--- src/rtl/csi_raw10_unpack.sv ---
// csi_raw10_unpack: RAW10 payload unpacker behind the CSI-2 packet handler.
// Turns 16-bit payload words into 10-bit pixel pairs with per-line stats.
module csi_raw10_unpack #(
    parameter int CNT_W     = 16,
    parameter bit BYTE_SWAP = 1'b0
) (
    input  logic             clk,
    input  logic             reset,
    input  logic [15:0]      din,
    input  logic             din_valid,
    input  logic             fr_active,
    output logic [19:0]      pix_out,
    output logic             pix_valid,
    output logic             sol,
    output logic             eol,
    output logic [CNT_W-1:0] pix_count,
    output logic             err_trunc
);

    typedef enum logic [2:0] {
        PH0,
        PH1,
        PH2,
        PH3,
        PH4
    } phase_t;

    localparam logic [CNT_W:0] PIX_PER_GRP = 4;

    phase_t            phase;
    phase_t            phase_nx;
    phase_t            cur_ph;
    logic              fr_q;
    logic [3:0][7:0]   grp;
    logic [3:0][7:0]   grp_nx;
    logic [3:0][7:0]   cb;
    logic [7:0]        cb4;
    logic              done;
    logic              accept;
    logic              rise;
    logic              fall;
    logic [7:0]        b_e;
    logic [7:0]        b_l;
    logic [39:0]       pix4;
    logic [19:0]       pend;
    logic              pend_v;
    logic              first_q;
    logic [CNT_W-1:0]  acc;
    logic [CNT_W:0]    acc_sum;
    logic [CNT_W-1:0]  acc_sat;

    assign accept  = din_valid & fr_active;
    assign rise    = fr_active & ~fr_q;
    assign fall    = ~fr_active & fr_q;
    assign b_e     = BYTE_SWAP ? din[15:8] : din[7:0];
    assign b_l     = BYTE_SWAP ? din[7:0]  : din[15:8];
    assign acc_sum = {1'b0, acc} + PIX_PER_GRP;
    assign acc_sat = acc_sum[CNT_W] ? '1 : acc_sum[CNT_W-1:0];

    // Phase sequencing and byte capture; a line start forces phase 0 at once.
    always_comb begin
        cur_ph   = rise ? PH0 : phase;
        phase_nx = cur_ph;
        grp_nx   = rise ? '0 : grp;
        cb       = grp;
        cb4      = 8'h00;
        done     = 1'b0;
        if (accept) begin
            unique case (cur_ph)
                PH0: begin
                    grp_nx[0] = b_e;
                    grp_nx[1] = b_l;
                    phase_nx  = PH1;
                end
                PH1: begin
                    grp_nx[2] = b_e;
                    grp_nx[3] = b_l;
                    phase_nx  = PH2;
                end
                PH2: begin
                    cb4       = b_e;
                    done      = 1'b1;
                    grp_nx[0] = b_l;
                    phase_nx  = PH3;
                end
                PH3: begin
                    grp_nx[1] = b_e;
                    grp_nx[2] = b_l;
                    phase_nx  = PH4;
                end
                PH4: begin
                    cb[3]    = b_e;
                    cb4      = b_l;
                    done     = 1'b1;
                    phase_nx = PH0;
                end
                default: phase_nx = PH0;
            endcase
        end
        if (fall) begin
            phase_nx = PH0;
            grp_nx   = '0;
        end
    end

    // Reassemble four pixels: MSBs from their own byte, LSBs from byte 4.
    always_comb begin
        pix4 = '0;
        for (int n = 0; n < 4; n++) begin
            pix4[10*n +: 10] = {cb[n], cb4[2*n +: 2]};
        end
    end

    // Phase, group bytes and line-active history.
    always_ff @(posedge clk or negedge reset) begin
        if (!reset) begin
            phase <= PH0;
            grp   <= '0;
            fr_q  <= 1'b0;
        end else begin
            phase <= phase_nx;
            grp   <= grp_nx;
            fr_q  <= fr_active;
        end
    end

    // Pixel output: low pair at once, high pair one cycle later.
    always_ff @(posedge clk or negedge reset) begin
        if (!reset) begin
            pix_out   <= '0;
            pix_valid <= 1'b0;
            sol       <= 1'b0;
            pend      <= '0;
            pend_v    <= 1'b0;
        end else begin
            sol <= 1'b0;
            if (done) begin
                pix_out   <= pix4[19:0];
                pix_valid <= 1'b1;
                sol       <= first_q;
                pend      <= pix4[39:20];
                pend_v    <= 1'b1;
            end else if (pend_v) begin
                pix_out   <= pend;
                pix_valid <= 1'b1;
                pend_v    <= 1'b0;
            end else begin
                pix_valid <= 1'b0;
            end
        end
    end

    // Per-line bookkeeping: first-pair flag, pixel count, end-of-line flags.
    always_ff @(posedge clk or negedge reset) begin
        if (!reset) begin
            first_q   <= 1'b0;
            acc       <= '0;
            pix_count <= '0;
            eol       <= 1'b0;
            err_trunc <= 1'b0;
        end else begin
            if (rise) begin
                first_q <= 1'b1;
                acc     <= '0;
            end else if (done) begin
                first_q <= 1'b0;
                acc     <= acc_sat;
            end
            if (fall) begin
                pix_count <= acc;
            end
            eol       <= fall;
            err_trunc <= fall && (phase != PH0);
        end
    end

endmodule
--- config.mk ---
export PLATFORM = sky130hd
export DESIGN_NAME = csi_raw10_unpack
export DESIGN_NICKNAME = d
export VERILOG_FILES = /design/src/rtl/csi_raw10_unpack.sv
export SDC_FILE = /design/constraint.sdc
export NUM_CORES = 1
export LEC_CHECK = 0
export CORE_AREA = 2 2 151 153
export DETAILED_ROUTE_END_ITERATION = 8
export DIE_AREA = 0 0 153 155
export SLEW_MARGIN = 20
export SYNTH_ARGS = -nofsm -noshare
export SYNTH_HDL_FRONTEND = slang
export SYNTH_SLANG_ARGS = --single-unit
export TNS_END_PERCENT = 5
--- constraint.sdc ---
create_clock -name clk -period 5.86 [get_ports clk]
set_clock_uncertainty 0.2 [all_clocks]
set_input_delay 0.586 -clock clk [delete_from_list [all_inputs] [get_ports clk]]
set_output_delay 0.586 -clock clk [all_outputs]
set_load 0.02 [all_outputs]
## Word level (Yosys, flattened, before mapping)

Index checks and enable logic that the tools add are counted.

- Register bits: 114
- Latch bits: 0
- RAM bits: 0
- ROM bits: 0
- Bits of input ports: 20
- Output and inout port bits: 40
- Word-level logic and storage cells: 60
- Memories: 0

- Add/subtract/negate cells: 1
- Multiply operators: 0
- Divide/modulo/power cells: 0
- Order comparisons: 0
- Equality and inequality tests: 4
- Shifts and indexed selects: 0
- Mux-type cells: 28
- Bitwise gates (word level): 5
- Reductions and logical operators: 6

Operators by type and width:

| operator | count |
|---|---|
| 32-bit two-way mux | 3 |
| 8-bit case mux with 2 select lines | 4 |
| 16-bit two-way mux | 3 |
| 20-bit two-way mux | 2 |
| 8-bit two-way mux | 4 |
| 16-bit by 3-bit adder with 17-bit output (second input constant) | 1 |
| 3-bit case mux with 4 select lines | 1 |
| 3-bit two-way mux | 3 |
| 1-bit two-way mux | 8 |
| 3-bit by 2-bit equality test with 1-bit output (second input constant) | 2 |
| 2-bit nonzero test | 2 |
| 1-bit bitwise AND | 3 |
| 3-bit by 1-bit equality test with 1-bit output (second input constant) | 1 |
| 3-bit equality test (second input constant) | 1 |
| 3-bit zero test | 1 |
| 3-bit nonzero test | 1 |
| 1-bit inverter | 2 |
| 2-bit OR reduction | 1 |
| 1-bit logical AND | 1 |

## Longest topological paths before layout

- Word-level depth: 9
- Gate-level depth with buffers: 8
- Gate-level depth less buffers: 5

## Worst setup path after synthesis

Ideal clock, no wire load.

- Path type: input to register
- From: input din_valid
- To: register acc[10]
- Library setup time: 0.084 ns
- Arrival: 1.988 ns
- Data required time: 5.576 ns
- Setup slack: 3.588 ns
- Stages on the path: 5
- Buffers on the path: 1
- Path through: buf_2 > nand4b_4 > or4_4 > or3_1 > a41oi_2

- Word-level cells in the longest chain between the ends: 3

RTL lines:

| item | RTL line | RTL |
|---|---|---|
| start, declared | 10 | `input logic din_valid,` |
| 1-bit bitwise AND | 52 | `assign accept = din_valid & fr_active;` |
| 1-bit two-way mux | 68 | `if (accept) begin` |
| 2-bit nonzero test (no line) | - |  |
| end signal, assigned | 167 | `acc <= acc_sat;` |
| end, declared | 48 | `logic [CNT_W-1:0] acc;` |

Every way passes these cells.
A chain may end at the register's enable or synchronous reset.

==> results.tsv <==
metric	value	unit
outcome	finished, final reports clean	
cp.required	5.89	ns
via_per_inst	5.07	
gp_congestion	0.769	
stdcell_count	914	
slowest_stage	clkdlybuf4s50_1	
drtAntennaViolNets	0	
place_area	0.00624	mm^2
synth-main-ff-cell	dfrtp_1	
drv_slew	0	
grt_max_degree	60	
crit_family	simple AND/OR/NAND/NOR gates	
dpl.hpwl	9850	um
die_w	153	um
cts_sinks	112	
cts_hold_buffers	0	
first_iter_violations	364	
port_buffers	59	
syn_inst	597	
dp_cells	898	
path_cells	clkdlybuf4s50_1 > and2_0 > nand3_1 > o21ai_0 > a21oi_1	
fin_ws	2.81	ns
finalSetupTns	0	ns
grt_pass1_vias	4429	
multi_input_area	0.00242	mm^2
use_met2	20.0	%
io_pins	60	
postCtsSetupBuffers	0	
arrival	3.08	ns
finalHoldViolCount	0	
avgSynthCellArea	9.13	um^2
netlist_area	0.00545	mm^2
coreArea	0.0222	mm^2
fin_hold_ws	0.0794	ns
rows	55	
rsz0062_at_grt	false	
clk_path_buf_depth	2	
grt.overflow.total	0	
routed_wl	14900	um
period_minus_slack	3.05	ns
clk_latency	0.37	ns
wl_per_cell	16.3	um
antenna_found_initial	0	
die_area	0.0237	mm^2
async_flop_share	100	%
period_share	52.0	%
p_leak	2.67	nW
cp.buffers_inverters	1	
path_max_fanout	16	
setup_violations	0	
clock.fmax	328	MHz
cts_buffers	9	
p_per_area	303	mW/mm^2
root_buffer	clkbuf_16	
hp-class	input port to async pin	
fin_area	0.00656	mm^2
ys_ff_latch	112	
n_fill_cell	2356	
syn_to_final_growth	20.4	%
drive_gt1_share	4.77	%
use_met1	17.7	%
crit_type	input port to register	
grt_use_total	13.0	%
tightest_slew	1.07	ns
ir_drop	0.000121	V
top_usage_layer	met2	
diodes	0	
drc	0	
final_util	29.5	%
maxCapViolations	0	
yosysSeqAreaShare	51.4	%
most-common-layout-cells	nand2_1 (122), dfrtp_1 (112), clkdlybuf4s50_1 (58)	
gr-usage-met3	3.73	%
cts_tree	done	
vias	4634	
relSlewSlack	28.0	%
fin_nets	645	
final_common_cell	nand2_1	
firstDrtPassIters	5	
critPathCaptureType	register	
slowest_delay	0.81	ns
start_kind	input port	
synth_edf_count	0	
seqCellArea	0.00280	mm^2
ctsHtreeMaxLevel	3	
die_h	155	um
ys.warnings.count	0	
synth_nets	618	
start_util	24.5	%
post_cts_resized	0	
path_clk_slew	0.07	ns
power	1.99	mW
dp_slack	2.46	ns
synth_cell_types	52	
grt_pass1_wl	24600	um
[worst paths after layout]
kind                           start  endpoint  slack, ns  depth (start not counted)
setup / recovery           fr_active   grp[26]       2.81                          5
hold / removal                 reset  pend[14]       0.08                          1
setup reg to reg            phase[2]    acc[5]       2.89                          5
hold reg to reg              first_q   first_q       0.27                          2
max in group asynchronous      reset   pend[7]       4.17                          2
min in group clk             first_q   first_q       0.27                          2
[power breakdown]
part | switching, mW | internal (mW) | leakage (nW)
Combinational | 0.229 | 0.180 | 1.03
Sequential | 0.0592 | 0.862 | 1.48
Clock | 0.290 | 0.367 | 0.155
Total | 0.578 | 1.41 | 2.67
[registers in the layout (all words and copies together) (netlist names)]
register	cells
acc	15
cb	24
eol	1
err_trunc	1
first_q	1
fr_q	1
grp	8
pend	20
pend_v	1
phase	3
pix_count	15
pix_out	20
pix_valid	1
sol	1
[cell type report]
class,instances,area share (%)
sequential,112,42.7
multi-input combinational,430,36.9
timing repair buffer,66,9.77
tap,285,5.44
clock buffer,12,4.06
clock inverter,4,0.782
inverter,5,0.286
[cell families (layout without fill, tap and decap cells)]
family	count (synthesis)	after routing	synth area share, %
XOR/XNOR	2	2	0.322
buffers and inverters	55	87	4.11
multiplexers	28	28	5.14
flip-flops	112	112	51.4
AND/OR/NAND/NOR	229	229	19.5
adder cells (fa/ha/maj)	1	1	0.230
AO/OA/AOI/OAI	170	170	19.3
[metal layers]
layer	wire (um)	vias to the layer above
li1	-	2187
met1	6800	2298
met2	6930	136
met3	992	13
met4	193	0
met5	0	-
[synthesized netlist by cell type (10+ instances only)]
cell type  count  share of area, %
nand4_1       11               1.3
o21ai_0       32               2.9
o21ai_1       26               2.4
nand3_1       24               2.2
a21oi_1       47               4.3
a21o_1        10               1.4
nor3_1        13               1.2
mux2i_1       28               5.1
clkbuf_1      38               2.6
dfrtp_1      112                51
nor2_1        25               1.7
nand2_1      122               8.4
No activity file was read; power rests on OpenSTA's default activity.
